**src/rtl/complex_mul_pipe.sv**
```systemverilog
// Three-stage pipelined complex multiplier (products, sums, round/saturate) with
// valid/ready flow control and per-sample conjugate and rounding selection.
module complex_mul_pipe #(
    parameter int p_inputWidth    = 8,
    parameter int p_PointPosition = 3,
    parameter int p_outputWidth   = 8
) (
    input  logic                            i_clk,
    input  logic                            i_rstn,
    input  logic                            i_valid,
    output logic                            o_ready,
    input  logic                            i_conj,
    input  logic                            i_round,
    input  logic signed [p_inputWidth-1:0]  inAr,
    input  logic signed [p_inputWidth-1:0]  inAi,
    input  logic signed [p_inputWidth-1:0]  inBr,
    input  logic signed [p_inputWidth-1:0]  inBi,
    output logic                            o_valid,
    input  logic                            i_ready,
    output logic signed [p_outputWidth-1:0] o_ResR,
    output logic signed [p_outputWidth-1:0] o_ResI,
    output logic                            o_ovf
);

    localparam int W  = p_inputWidth;
    localparam int P  = p_PointPosition;
    localparam int OW = p_outputWidth;
    localparam int PW = 2 * W;
    localparam int SW = PW + 1;
    localparam int RW = PW + 2;

    localparam logic signed [RW-1:0] HALF    = RW'(1) << (P - 1);
    localparam logic signed [RW-1:0] SAT_MAX = {{(RW-OW+1){1'b0}}, {(OW-1){1'b1}}};
    localparam logic signed [RW-1:0] SAT_MIN = {{(RW-OW+1){1'b1}}, {(OW-1){1'b0}}};

    // Widened before the optional half-LSB add so the add can never wrap.
    function automatic logic signed [RW-1:0] round_shift(input logic signed [SW-1:0] x,
                                                         input logic rnd);
        logic signed [RW-1:0] v;
        v = {{(RW-SW){x[SW-1]}}, x};
        if (rnd) v = v + HALF;
        return v >>> P;
    endfunction

    // Returns {clamped, value}.
    function automatic logic [OW:0] saturate(input logic signed [RW-1:0] v);
        logic [OW:0] res;
        if (v > SAT_MAX)      res = {1'b1, SAT_MAX[OW-1:0]};
        else if (v < SAT_MIN) res = {1'b1, SAT_MIN[OW-1:0]};
        else                  res = {1'b0, v[OW-1:0]};
        return res;
    endfunction

    logic                 r_vld_p1, r_vld_p2, r_vld_p3;
    logic                 r_conj_p1, r_round_p1, r_round_p2;
    logic signed [PW-1:0] r_prr_p1, r_pii_p1, r_pri_p1, r_pir_p1;
    logic signed [SW-1:0] r_re_p2, r_im_p2;
    logic signed [OW-1:0] r_res_r_p3, r_res_i_p3;
    logic                 r_ovf_p3;

    logic                 w_ld1, w_ld2, w_ld3;
    logic signed [PW-1:0] w_ar, w_ai, w_br, w_bi;
    logic signed [SW-1:0] w_xrr, w_xii, w_xri, w_xir, w_sum_re, w_sum_im;
    logic        [OW:0]   w_sat_re, w_sat_im;

    // A stage may load when it is empty or its contents move on this cycle.
    assign w_ld3   = ~r_vld_p3 | i_ready;
    assign w_ld2   = ~r_vld_p2 | w_ld3;
    assign w_ld1   = ~r_vld_p1 | w_ld2;
    assign o_ready = w_ld1;

    assign w_ar = {{W{inAr[W-1]}}, inAr};
    assign w_ai = {{W{inAi[W-1]}}, inAi};
    assign w_br = {{W{inBr[W-1]}}, inBr};
    assign w_bi = {{W{inBi[W-1]}}, inBi};

    assign w_xrr = {r_prr_p1[PW-1], r_prr_p1};
    assign w_xii = {r_pii_p1[PW-1], r_pii_p1};
    assign w_xri = {r_pri_p1[PW-1], r_pri_p1};
    assign w_xir = {r_pir_p1[PW-1], r_pir_p1};
    assign w_sum_re = r_conj_p1 ? (w_xrr + w_xii) : (w_xrr - w_xii);
    assign w_sum_im = r_conj_p1 ? (w_xir - w_xri) : (w_xri + w_xir);

    assign w_sat_re = saturate(round_shift(r_re_p2, r_round_p2));
    assign w_sat_im = saturate(round_shift(r_im_p2, r_round_p2));

    // Stage 1 / stage 2 data registers
    always_ff @(posedge i_clk) begin
        if (w_ld1 && i_valid) begin
            r_prr_p1   <= w_ar * w_br;
            r_pii_p1   <= w_ai * w_bi;
            r_pri_p1   <= w_ar * w_bi;
            r_pir_p1   <= w_ai * w_br;
            r_conj_p1  <= i_conj;
            r_round_p1 <= i_round;
        end
        if (w_ld2 && r_vld_p1) begin
            r_re_p2    <= w_sum_re;
            r_im_p2    <= w_sum_im;
            r_round_p2 <= r_round_p1;
        end
    end

    // Stage valids and stage 3 output register
    always_ff @(posedge i_clk) begin
        if (!i_rstn) begin
            r_vld_p1   <= 1'b0;
            r_vld_p2   <= 1'b0;
            r_vld_p3   <= 1'b0;
            r_res_r_p3 <= '0;
            r_res_i_p3 <= '0;
            r_ovf_p3   <= 1'b0;
        end else begin
            if (w_ld1) r_vld_p1 <= i_valid;
            if (w_ld2) r_vld_p2 <= r_vld_p1;
            if (w_ld3) begin
                r_vld_p3 <= r_vld_p2;
                if (r_vld_p2) begin
                    r_res_r_p3 <= w_sat_re[OW-1:0];
                    r_res_i_p3 <= w_sat_im[OW-1:0];
                    r_ovf_p3   <= w_sat_re[OW] | w_sat_im[OW];
                end
            end
        end
    end

    assign o_valid = r_vld_p3;
    assign o_ResR  = r_res_r_p3;
    assign o_ResI  = r_res_i_p3;
    assign o_ovf   = r_ovf_p3;

endmodule

```
**config.mk**
```make
export PLATFORM = sky130hd
export DESIGN_NAME = complex_mul_pipe
export DESIGN_NICKNAME = d
export VERILOG_FILES = /design/src/rtl/complex_mul_pipe.sv
export SDC_FILE = /design/constraint.sdc
export NUM_CORES = 1
export LEC_CHECK = 0
export CAP_MARGIN = 40
export CORE_MARGIN = 5
export CORE_UTILIZATION = 30
export CTS_BUF_LIST = sky130_fd_sc_hd__clkbuf_16
export DETAILED_ROUTE_END_ITERATION = 8
export DONT_BUFFER_PORTS = 1
export GPL_TIMING_DRIVEN = 0
export PLACE_DENSITY_LB_ADDON = 0.25
export SYNTH_ARGS = -nofsm -noshare
export SYNTH_HDL_FRONTEND = slang
export SYNTH_SLANG_ARGS = --single-unit
```
**constraint.sdc**
```tcl
create_clock -name i_clk -period 6.3 [get_ports i_clk]
set_input_delay 0.63 -clock i_clk [delete_from_list [all_inputs] [get_ports i_clk]]
set_output_delay 0.63 -clock i_clk [all_outputs]
set_load 0.01 [all_outputs]
```
After elaboration in Yosys (flattened, before gate mapping):

Index checks and enable logic that the tools add are counted.

* $mul: 4
* $lt $le $gt $ge: 4
* shift-type cells: 0
* reductions and logical operators: 3
* $add $sub $neg: 6
* divide/modulo/power cells: 0
* eq/ne operators: 0
* multiplexer cells: 8
* bitwise gates (word level): 7

Operator list (number)
* multiplier 8 x 8 -> 16 bit: 4
* adder 17 x 4 -> 18 bit, second input constant: 2
* 2-to-1 mux 18 bit: 2
* 2-to-1 mux 9 bit: 4
* adder 16 x 16 -> 17 bit: 2
* 2-to-1 mux 17 bit: 2
* subtractor 16 x 16 -> 17 bit: 2
* greater-than comparator 15 x 8 -> 1 bit, second input constant: 2
* less-than comparator 15 x 8 -> 1 bit, second input constant: 2
* bitwise OR 1 bit: 4
* NOT 1 bit: 3
* logical AND 1 bit: 2
* AND reduction 2 bit: 1

* bits in latches: 0
* bits in read-only memories: 0
* memories kept: 0
* register bits after elaboration: 121
* memory bits (writable): 0
* output and inout port bits: 19

Depth between registers and ports, before layout:

Gate-level depths: netlist of the first run.

* depth in word-level cells: 6
* mapped depth: 18
* depth with buffers taken out: 17

Least setup slack after synthesis of the first run:

No wires, ideal clock.

* path type: input port to flip-flop
* start point: input port inBi[3]
* end point: register r_pri_p1[15] (data pin)
* path buffers: 1
* arrival time: 4536 ps
* path slack: 1498 ps
* required time: 6034 ps
* stages: 16
* cell sequence: clkbuf_1 > and2_1 > fa_1 > inv_1 > fa_1 > inv_1 > fa_1 > inv_1 > fa_1 > inv_1 > ha_1 > and2_1 > o21ai_0 > o21ai_0 > o41ai_1 > xnor2_1

* cells in the longest elaborated chain, start to end: 1

Ends and longest elaborated chain
* start, declared: line 17 `input logic signed [p_inputWidth-1:0] inBi,`
* multiplier 8 x 8 -> 16 bit: line 92 `r_pri_p1 <= w_ar * w_bi;`
* end signal, assigned: line 92
* end, declared: line 56 `logic signed [PW-1:0] r_prr_p1, r_pii_p1, r_pri_p1, r_pir_p1;`

No other way between the ends.
A chain may end at the register's enable or synchronous reset.

Worst setup path after layout of the first run:

* start point: input port inBi[6]
* end point: register r_pri_p1[14] (data pin)

Same word-level chain as after synthesis.

==> flow_summary.json, run 1 <==
{
  "dieArea_um2": 58900,
  "core_um2": 53700,
  "clockRootBuffer": "clkbuf_16",
  "internal-power_mw": 4.25,
  "numCtsBuffers": 17,
  "slew_violations": 0,
  "clkPwrFrac_pct": 12.4,
  "final_cell_count_no_fill": 2435,
  "fin_ws_ns": 0.975,
  "layout-drive-gt1-share_pct": 4.09,
  "finalCritPeriodShare_pct": 84.5,
  "first_global_vias": 11600,
  "cts_tree": "built",
  "antenna_found_initial": 1,
  "hpwl_um": 32800,
  "rr_endpoint": "r_re_p2[16]",
  "switchingPower_mw": 3.62,
  "synth_cell_types": 65,
  "total_power_mw": 7.87,
  "hold_viol_final": 0,
  "initial_core_util_pct": 30.2,
  "cp.required_ns": 6.45,
  "area_growth_pct": 9.74,
  "synth_flop_cell": "edfxtp_1",
  "combPwrFrac_pct": 65.7,
  "tightest_slew_ns": 0.717,
  "hold-path-endpoint": "r_round_p1",
  "holdCritPathClass": "in2reg",
  "drtIter0Drc": 503,
  "ys_seq_area_share_pct": 20.4,
  "wl_per_cell_um": 16.0,
  "layout.nets": 2133,
  "rsz0062_at_grt": "no",
  "outcome": "finished, final reports clean",
  "syn_nets": 2109,
  "antenna_left": 0,
  "ios": 57,
  "layout_min_cycle_time_ns": 5.32,
  "r2r-start": "r_pii_p1[2]",
  "die_w_um": 243,
  "setup_viol_count_final": 0,
  "r2r_slack_ns": 2.53,
  "grt_max_degree": 29,
  "ys_seq_elements": 117,
  "worstPathMaxFanout": 10,
  "hold_start": "i_round",
  "totalWireLength_um": 38900,
  "fp-row-count": 85,
  "grt_pass1_wl_um": 63500,
  "vdd_drop_max_v": 0.000224,
  "syn-cell-area_um2": 16200,
  "path_clk_slew_ns": 0.06,
  "syn-instance-count": 1701,
  "fillers": 5549,
  "reg2reg_depth": 12,
  "critPathArrivalTime_ns": 5.48,
  "grt_use_total_pct": 13.5,
  "seqPwrFrac_pct": 21.9,
  "placed_cells": 2402,
  "vias_per_cell": 4.58,
  "p_sw_share_pct": 46.0,
  "cts-resized-gates": 0,
  "p_leak_nw": 7.91,
  "synth-edff-count": 97,
  "grt-ovfl-total": 0,
  "drc": 0,
  "cts.hold.buffers_added": 0,
  "gp_congestion": 0.840,
  "max_freq_mhz": 188,
  "slew_headroom_pct": 52.2,
  "place_ws_ns": 0.546,
  "start_kind": "input port",
  "portBuffers": 0,
  "max_cap_violations": 0,
  "end_kind": "register",
  "clockBufferDepth": 2,
  "postCtsSetupBuffers": 0,
  "num_vias": 11200,
  "worstSkewPairLatency_ns": 0.42,
  "crit_type": "in2reg",
  "synthArstFlopShare_pct": 0,
  "whs_path_depth": 0,
  "finalSetupTns_ns": 0,
  "p_per_area_nw_per_um2": 442,
  "cts.htree.levels": 4,
  "skew_ns": 0.0123,
  "cts.sinks": 117,
  "avgSynthCellArea_um2": 9.55,
  "chipHeight_um": 243,
  "drtPass1Iterations": 4,
  "ys_warn_count": 0
}
Yosys cell counts, types with 7 or more instances:
master | n | area (um2)
xor2_1 | 41 | 359
a21o_1 | 10 | 75.1
o221a_2 | 7 | 78.8
fa_1 | 220 | 4400
nor2_1 | 82 | 308
nor2b_1 | 39 | 244
nor3_1 | 32 | 160
nor4_1 | 9 | 56.3
nand2_1 | 93 | 349
a21oi_1 | 52 | 260
edfxtp_1 | 97 | 2910
xnor2_1 | 84 | 736
nand2b_1 | 15 | 93.8
o21a_1 | 9 | 67.6
and3_1 | 7 | 43.8
nand4_1 | 11 | 68.8
ha_1 | 150 | 1880
and2_1 | 184 | 1150
inv_1 | 352 | 1320
nand3_1 | 18 | 90.1
o21ai_0 | 24 | 120
o311ai_0 | 7 | 61.3
dfxtp_1 | 20 | 400
clkbuf_1 | 41 | 154
a211oi_1 | 11 | 82.6
metrics by stage:
| step | cell area, um2 | hold WS, ns | util, % |
|---|---|---|---|
| after floorplan | 16200 | 0.400 | - |
| after global placement | 17100 | 0.408 | 31.9 |
| after detailed placement | 17200 | 0.425 | 32.1 |
| after CTS | 17800 | 0.275 | 33.2 |
| after global routing | 17800 | 0.271 | 33.2 |
| final | 17800 | 0.302 | 33.2 |
kinds of logic (layout without fill, tap and decap cells):
logic type	Yosys count	in the layout	synth area share, %
and+or+nand+nor	513	513	17.1
buffers and inverters	394	431	9.13
adders and majority gates	370	370	38.7
AOI/OAI and AO/OA	173	173	7.36
xor gates and xnor gates	125	125	6.74
DFF	117	117	20.4
muxes	9	9	0.601
other	0	1	0
final cells by class:
| cell class | instances | area (um2) | share of cell area, % |
|---|---|---|---|
| multi-input combinational | 1190 | 11500 | 64.4 |
| sequential | 117 | 3310 | 18.6 |
| inverter | 352 | 1320 | 7.41 |
| tap | 696 | 871 | 4.89 |
| clock buffer | 17 | 425 | 2.39 |
| clock inverter | 15 | 179 | 1.00 |
| buffer | 42 | 161 | 0.906 |
| timing repair buffer | 5 | 77.6 | 0.435 |
| antenna | 1 | 2.50 | 0.0140 |
sequential cells by signal, indices dropped and copies added, names as in the netlist, 8 cells and up:
name      flops
o_ResR        8
r_pir_p1     16
r_pii_p1     16
r_prr_p1     16
o_ResI        8
r_im_p2      15
r_re_p2      15
r_pri_p1     16
power groups by stage:
| stage | Sequential, mW | Clock (mW) | Combinational (mW) |
|---|---|---|---|
| 2_1_floorplan | 1.63 | 0 | 3.84 |
| 3_5_place_dp | 1.75 | 0 | 5.17 |
| 3_3_place_gp | 1.75 | 0 | 5.08 |
| 5_1_grt | 1.77 | 1.04 | 5.91 |
| 6_report | 1.73 | 0.973 | 5.17 |
| 4_1_cts | 1.74 | 0.997 | 5.21 |
layout by cell type, fill, tap and decap left out, types with 20 or more instances in the layout:
| cell type | netlist | routed |
|---|---|---|
| and2_1 | 184 | 184 |
| fa_1 | 220 | 220 |
| xor2_1 | 41 | 41 |
| inv_1 | 352 | 352 |
| clkbuf_1 | 41 | 41 |
| dfxtp_1 | 20 | 20 |
| nor2b_1 | 39 | 39 |
| edfxtp_1 | 97 | 97 |
| nand2_1 | 93 | 93 |
| a21oi_1 | 52 | 52 |
| o21ai_0 | 24 | 24 |
| nor2_1 | 82 | 82 |
| ha_1 | 150 | 150 |
| xnor2_1 | 84 | 84 |
| nor3_1 | 32 | 32 |
worst max path at each step:
stage / slack (ns) / cells past startpoint / endpoint / start
after floorplan: 1.50 / 16 / r_pri_p1[15] / inBi[3]
after global placement: 0.21 / 16 / r_pii_p1[14] / inBi[6]
after detailed placement: 0.55 / 16 / r_pri_p1[14] / inBi[6]
after CTS: 0.98 / 16 / r_pri_p1[14] / inBi[6]
after global routing: 0.74 / 17 / r_prr_p1[14] / inBr[2]
final: 0.98 / 16 / r_pri_p1[14] / inBi[6]
per-layer routing:
| metal | global-route usage [%] | vias to the layer above | share of wire (%) |
|---|---|---|---|
| met3 | 2.45 | 33 | 4.4 |
| met1 | 18.8 | 5510 | 47 |
| li1 | - | 5455 | - |
| met5 | 0 | - | 0 |
| met2 | 22.1 | 158 | 47 |
| met4 | 2.75 | 0 | 1.6 |
worst max-delay path, stage by stage:
cell and delay [ns]:
clkbuf_1 0.50, nand2_1 0.16, fa_1 0.51, fa_1 0.55, inv_1 0.06, fa_1 0.53
inv_1 0.05, fa_1 0.53, inv_1 0.05, ha_1 0.33, o21ai_0 0.12, a21boi_0 0.17
o21ai_0 0.30, a21oi_1 0.18, o31a_1 0.32, o311ai_0 0.49
(Power assumes the default switching activity.)
==> run 2, diff against run 1 <==
clock period = 4.9 ns   (was 6.3 ns; I/O delays follow)
==> flow_summary.json, run 2 (synthesized netlist as in run 1, its figures left out) <==
{
  "switchingPower_mw": 4.73,
  "stdcell_area_um2": 17900,
  "layout_common_cells": "352 x inv_1, 218 x fa_1, 184 x and2_1, 150 x ha_1, 97 x edfxtp_1",
  "fin_ws_ns": 0.224,
  "skew_ns": 0.0123,
  "gp_congestion": 0.840,
  "hold_viol_final": 0,
  "p_leak_nw": 7.99,
  "cpMaxStageDelayCell": "fa_1",
  "drtIter0Drc": 496,
  "clockRootBuffer": "clkbuf_16",
  "cp.required_ns": 5.17,
  "layout.nets": 2133,
  "wl_per_cell_um": 16.0,
  "mostFrequentLayoutCell": "inv_1",
  "crit_type": "in2reg",
  "cts.hold.buffers_added": 0,
  "diodes": 0,
  "drc": 0,
  "clkPwrFrac_pct": 12.2,
  "seqPwrFrac_pct": 21.6,
  "hpwl_um": 32800,
  "slew_violations": 0,
  "cts_tree": "built",
  "max_stage_delay_ns": 0.49,
  "num_vias": 11200,
  "vias_per_cell": 4.58,
  "setup_viol_count_final": 0,
  "cp_cell_sequence": "buf_2 > nand2_1 > fa_1 > inv_1 > fa_1 > inv_1 > fa_1 > fa_1 > inv_1 > ha_1 > nor2b_1 > o21ai_0 > a21boi_1 > o21ai_0 > a21oi_1 > o21a_1 > o311ai_1 > buf_2",
  "outcome": "finished, final reports clean",
  "initial_core_util_pct": 30.2,
  "ios": 57,
  "totalWireLength_um": 39000,
  "clockBufferDepth": 2,
  "die_w_um": 243,
  "p_sw_share_pct": 46.1,
  "antenna_found_initial": 1,
  "cts.htree.levels": 4,
  "max_freq_mhz": 214,
  "fp-row-count": 85,
  "first_global_vias": 11600,
  "portBuffers": 0,
  "vdd_drop_max_v": 0.000287,
  "combPwrFrac_pct": 66.2,
  "slew_headroom_pct": 54.0,
  "drtPass1Iterations": 4,
  "chipHeight_um": 243,
  "area_growth_pct": 10.1,
  "place_ws_ns": -0.714,
  "p_per_area_nw_per_um2": 573,
  "max_cap_violations": 0,
  "layout-drive-gt1-share_pct": 5.70,
  "grt_max_degree": 29,
  "tightest_slew_ns": 0.689,
  "grt-ovfl-total": 0,
  "worstSkewPairLatency_ns": 0.42,
  "antenna_left": 0,
  "worstPathMaxFanout": 10,
  "cts.sinks": 117,
  "place_area_um2": 17200,
  "postCtsSetupBuffers": 0,
  "start_kind": "input port",
  "holdCritPathClass": "in2reg",
  "finalCritPeriodShare_pct": 95.4,
  "cp_num_buf_inv": 5,
  "dieArea_um2": 58900,
  "cp_top_family": "adder cells",
  "numCtsBuffers": 17,
  "critPathArrivalTime_ns": 4.95,
  "core_um2": 53700,
  "end_kind": "register",
  "grt_pass1_wl_um": 63500,
  "cp_common_cell": "fa_1",
  "grt_use_total_pct": 13.5,
  "path_clk_slew_ns": 0.06,
  "layout_min_cycle_time_ns": 4.68,
  "internal-power_mw": 5.53
}
-- run 2: layer usage --
metal / global-route usage [%] / vias up / wire length, um
met5: 0 / - / 0
met4: 2.75 / 0 / 602
met3: 2.64 / 31 / 1720
met2: 22.2 / 168 / 18300
met1: 18.7 / 5501 / 18400
li1: - / 5451 / -
-- run 2: power groups by stage --
stage / clock network (mW) / registers (mW) / logic, mW
final: 1.25 / 2.22 / 6.79
after global routing: 1.33 / 2.27 / 7.71
after CTS: 1.28 / 2.23 / 6.72
after detailed placement: 0 / 2.25 / 6.65
after global placement: 0 / 2.25 / 6.53
after floorplan: 0 / 2.10 / 4.93
-- run 2: repair_timing --
action	in CTS	in global routing
endpoints found under the setup margin	7	8
resized for setup	16	30
pin swaps	0	1
-- run 2: metrics by stage --
stage / total power, mW / utilization (%) / TNS (ns) / std cells / hold slack, ns
global placement: 8.78 / 31.9 / -70.49 / 2397 / 0.408
detailed placement: 8.90 / 32.1 / -6.20 / 2402 / 0.425
global route: 11.3 / 33.3 / -0.00987 / 2434 / 0.131
CTS: 10.2 / 33.2 / 0 / 2434 / 0.135
floorplan: 7.03 / - / 0 / 1701 / 0.400
finish: 10.3 / 33.3 / 0 / 2434 / 0.162
-- run 2: worst paths after layout --
kind	startpoint	endpoint	slack, ns	cells after the start
worst min-delay path	i_round	r_round_p1	0.16	0
worst max register to register	r_pii_p1[2]	r_re_p2[16]	1.13	12
worst max-delay path	inBr[2]	r_pir_p1[14]	0.22	18
worst min register to register	r_round_p1	r_round_p2	0.43	0
-- run 2: area by class of cell --
type,instances,area (um2)
Clock inverter,15,179
Inverter,352,1320
Sequential cell,117,3310
Clock buffer,17,425
Timing Repair Buffer,5,77.6
Multi-Input combinational cell,1190,11500
Tap cell,696,871
Fill cell,5543,35800
Buffer,42,188
==> run 3, diff against run 2 <==
CAP_MARGIN = 20   (was 40)
==> flow_summary.json, run 3 (synthesized netlist as in run 1, its figures left out) <==
{
  "outcome": "finished, final reports clean",
  "cp_top_family": "adder cells",
  "end_kind": "register",
  "diodes": 0,
  "cts.htree.levels": 4,
  "fp-row-count": 85,
  "r2r_slack_ns": 1.11,
  "layout.nets": 2131,
  "worstPathMaxFanout": 10,
  "postCtsSetupBuffers": 0,
  "mostFrequentLayoutCell": "inv_1",
  "grt_max_degree": 31,
  "drtPass1Iterations": 4,
  "finalCritPeriodShare_pct": 96.0,
  "slew_violations": 0,
  "initial_core_util_pct": 30.2,
  "cp.required_ns": 5.06,
  "area_growth_pct": 10.0,
  "max_freq_mhz": 213,
  "cts.hold.buffers_added": 0,
  "cp_num_buf_inv": 4,
  "worstSkewPairLatency_ns": 0.41,
  "layout-drive-gt1-share_pct": 5.88,
  "start_kind": "input port",
  "numCtsBuffers": 17,
  "multi_input_area_um2": 11500,
  "chipHeight_um": 243,
  "vias_per_cell": 4.59,
  "cts_tree": "built",
  "place_ws_ns": -1.16,
  "path_clk_slew_ns": 0.06,
  "hold_viol_final": 0,
  "drc": 0,
  "gp_congestion": 0.840,
  "ios": 57,
  "slew_headroom_pct": 53.5,
  "cp_common_cell": "fa_1",
  "critPathArrivalTime_ns": 4.87,
  "seq_area_um2": 3310,
  "p_per_area_nw_per_um2": 569,
  "dieArea_um2": 58900,
  "clockBufferDepth": 2,
  "skew_ns": 0.00812,
  "hpwl_um": 32800,
  "clockRootBuffer": "clkbuf_16",
  "grt_pass1_wl_um": 63100,
  "vdd_drop_max_v": 0.000281,
  "setup_viol_count_final": 0,
  "layout_min_cycle_time_ns": 4.70,
  "layout_common_cells": "353 x inv_1, 218 x fa_1, 183 x and2_1, 150 x ha_1, 97 x edfxtp_1",
  "antenna_found_initial": 3,
  "grt_use_total_pct": 13.4,
  "max_stage_delay_ns": 0.49,
  "fin_ws_ns": 0.197,
  "totalWireLength_um": 38900,
  "antenna_left": 0,
  "fillers": 5504,
  "tightest_slew_ns": 0.696,
  "finalSetupTns_ns": 0,
  "first_global_vias": 11600,
  "num_vias": 11200,
  "cp_cell_sequence": "clkbuf_2 > nand2_1 > fa_1 > inv_1 > fa_1 > inv_1 > fa_1 > fa_1 > inv_1 > ha_1 > nor2b_1 > o21ai_0 > a21boi_0 > o21ai_0 > a21oi_1 > o21a_1 > nor2_1",
  "cpMaxStageDelayCell": "fa_1",
  "utilization_pct": 33.3,
  "crit_type": "in2reg",
  "total_power_mw": 10.2,
  "drtIter0Drc": 450,
  "core_um2": 53700,
  "max_cap_violations": 0,
  "cts.sinks": 117,
  "wl_per_cell_um": 16.0,
  "holdCritPathClass": "in2reg",
  "portBuffers": 0,
  "die_w_um": 243,
  "p_leak_nw": 8.00,
  "grt-ovfl-total": 0
}
run 3: cell count changes in the layout (fill, tap and decap cells not counted), moves of 2 or more:
cell and delta:
bufinv_16 -3, clkbuf_1 -3, clkbuf_16 +3, clkbuf_2 +3, clkinv_2 +3, clkinv_4 -3, clkinvlp_4 -3, inv_2 +3
buf_2 -2, inv_6 -2, o311ai_4 +2
run 3: cell type report:
cell class	instances	area share, %
clock inverters	11	0.308
inverters	352	7.40
plain buffers	42	1.07
multi-input cells	1190	64.6
well taps	696	4.87
repair buffers	3	0.378
flip-flops and latches	117	18.5
clock buffers	20	2.80
run 3: power breakdown:
| part | internal [mW] | switching [mW] | total [mW] |
|---|---|---|---|
| Sequential | 1.87 | 0.353 | 2.22 |
| Combinational | 2.87 | 3.93 | 6.80 |
| Clock | 0.721 | 0.421 | 1.14 |
run 3: layer usage:
metal	share of wire, %	wire length [um]	global-route usage (%)
met1	47	18400	18.5
met2	47	18200	22.1
met3	4.6	1790	2.88
met4	1.3	496	2.70
met5	0	0	0
run 3: final timing paths:
check	from	to	cells past startpoint
min	i_round	r_round_p1	0
min reg2reg	r_round_p1	r_round_p2	0
max reg2reg	r_pii_p1[4]	r_re_p2[16]	12
max	inBr[2]	r_pir_p1[12]	17
run 3: metrics by stage:
step                      cell area [um2]  cells  hold WS, ns
after floorplan                     16200   1701        0.400
after global placement              17100   2397        0.408
after detailed placement            17200   2400        0.425
after CTS                           17800   2431        0.140
after global routing                17900   2431        0.136
final                               17900   2431        0.169
run 3: timing repair:
action,4_1_cts,5_1_grt
pin swaps,0,1
resized for setup,18,41
setup endpoints to repair,7,9
run 3: worst register-to-register path: cells and delay by family (launching register included):
family	cells	cell delay, ns
compound gates	6	1.39
xor+xnor	2	0.34
fa+ha+maj	1	0.34
flops	1	0.43
simple gates	3	1.02
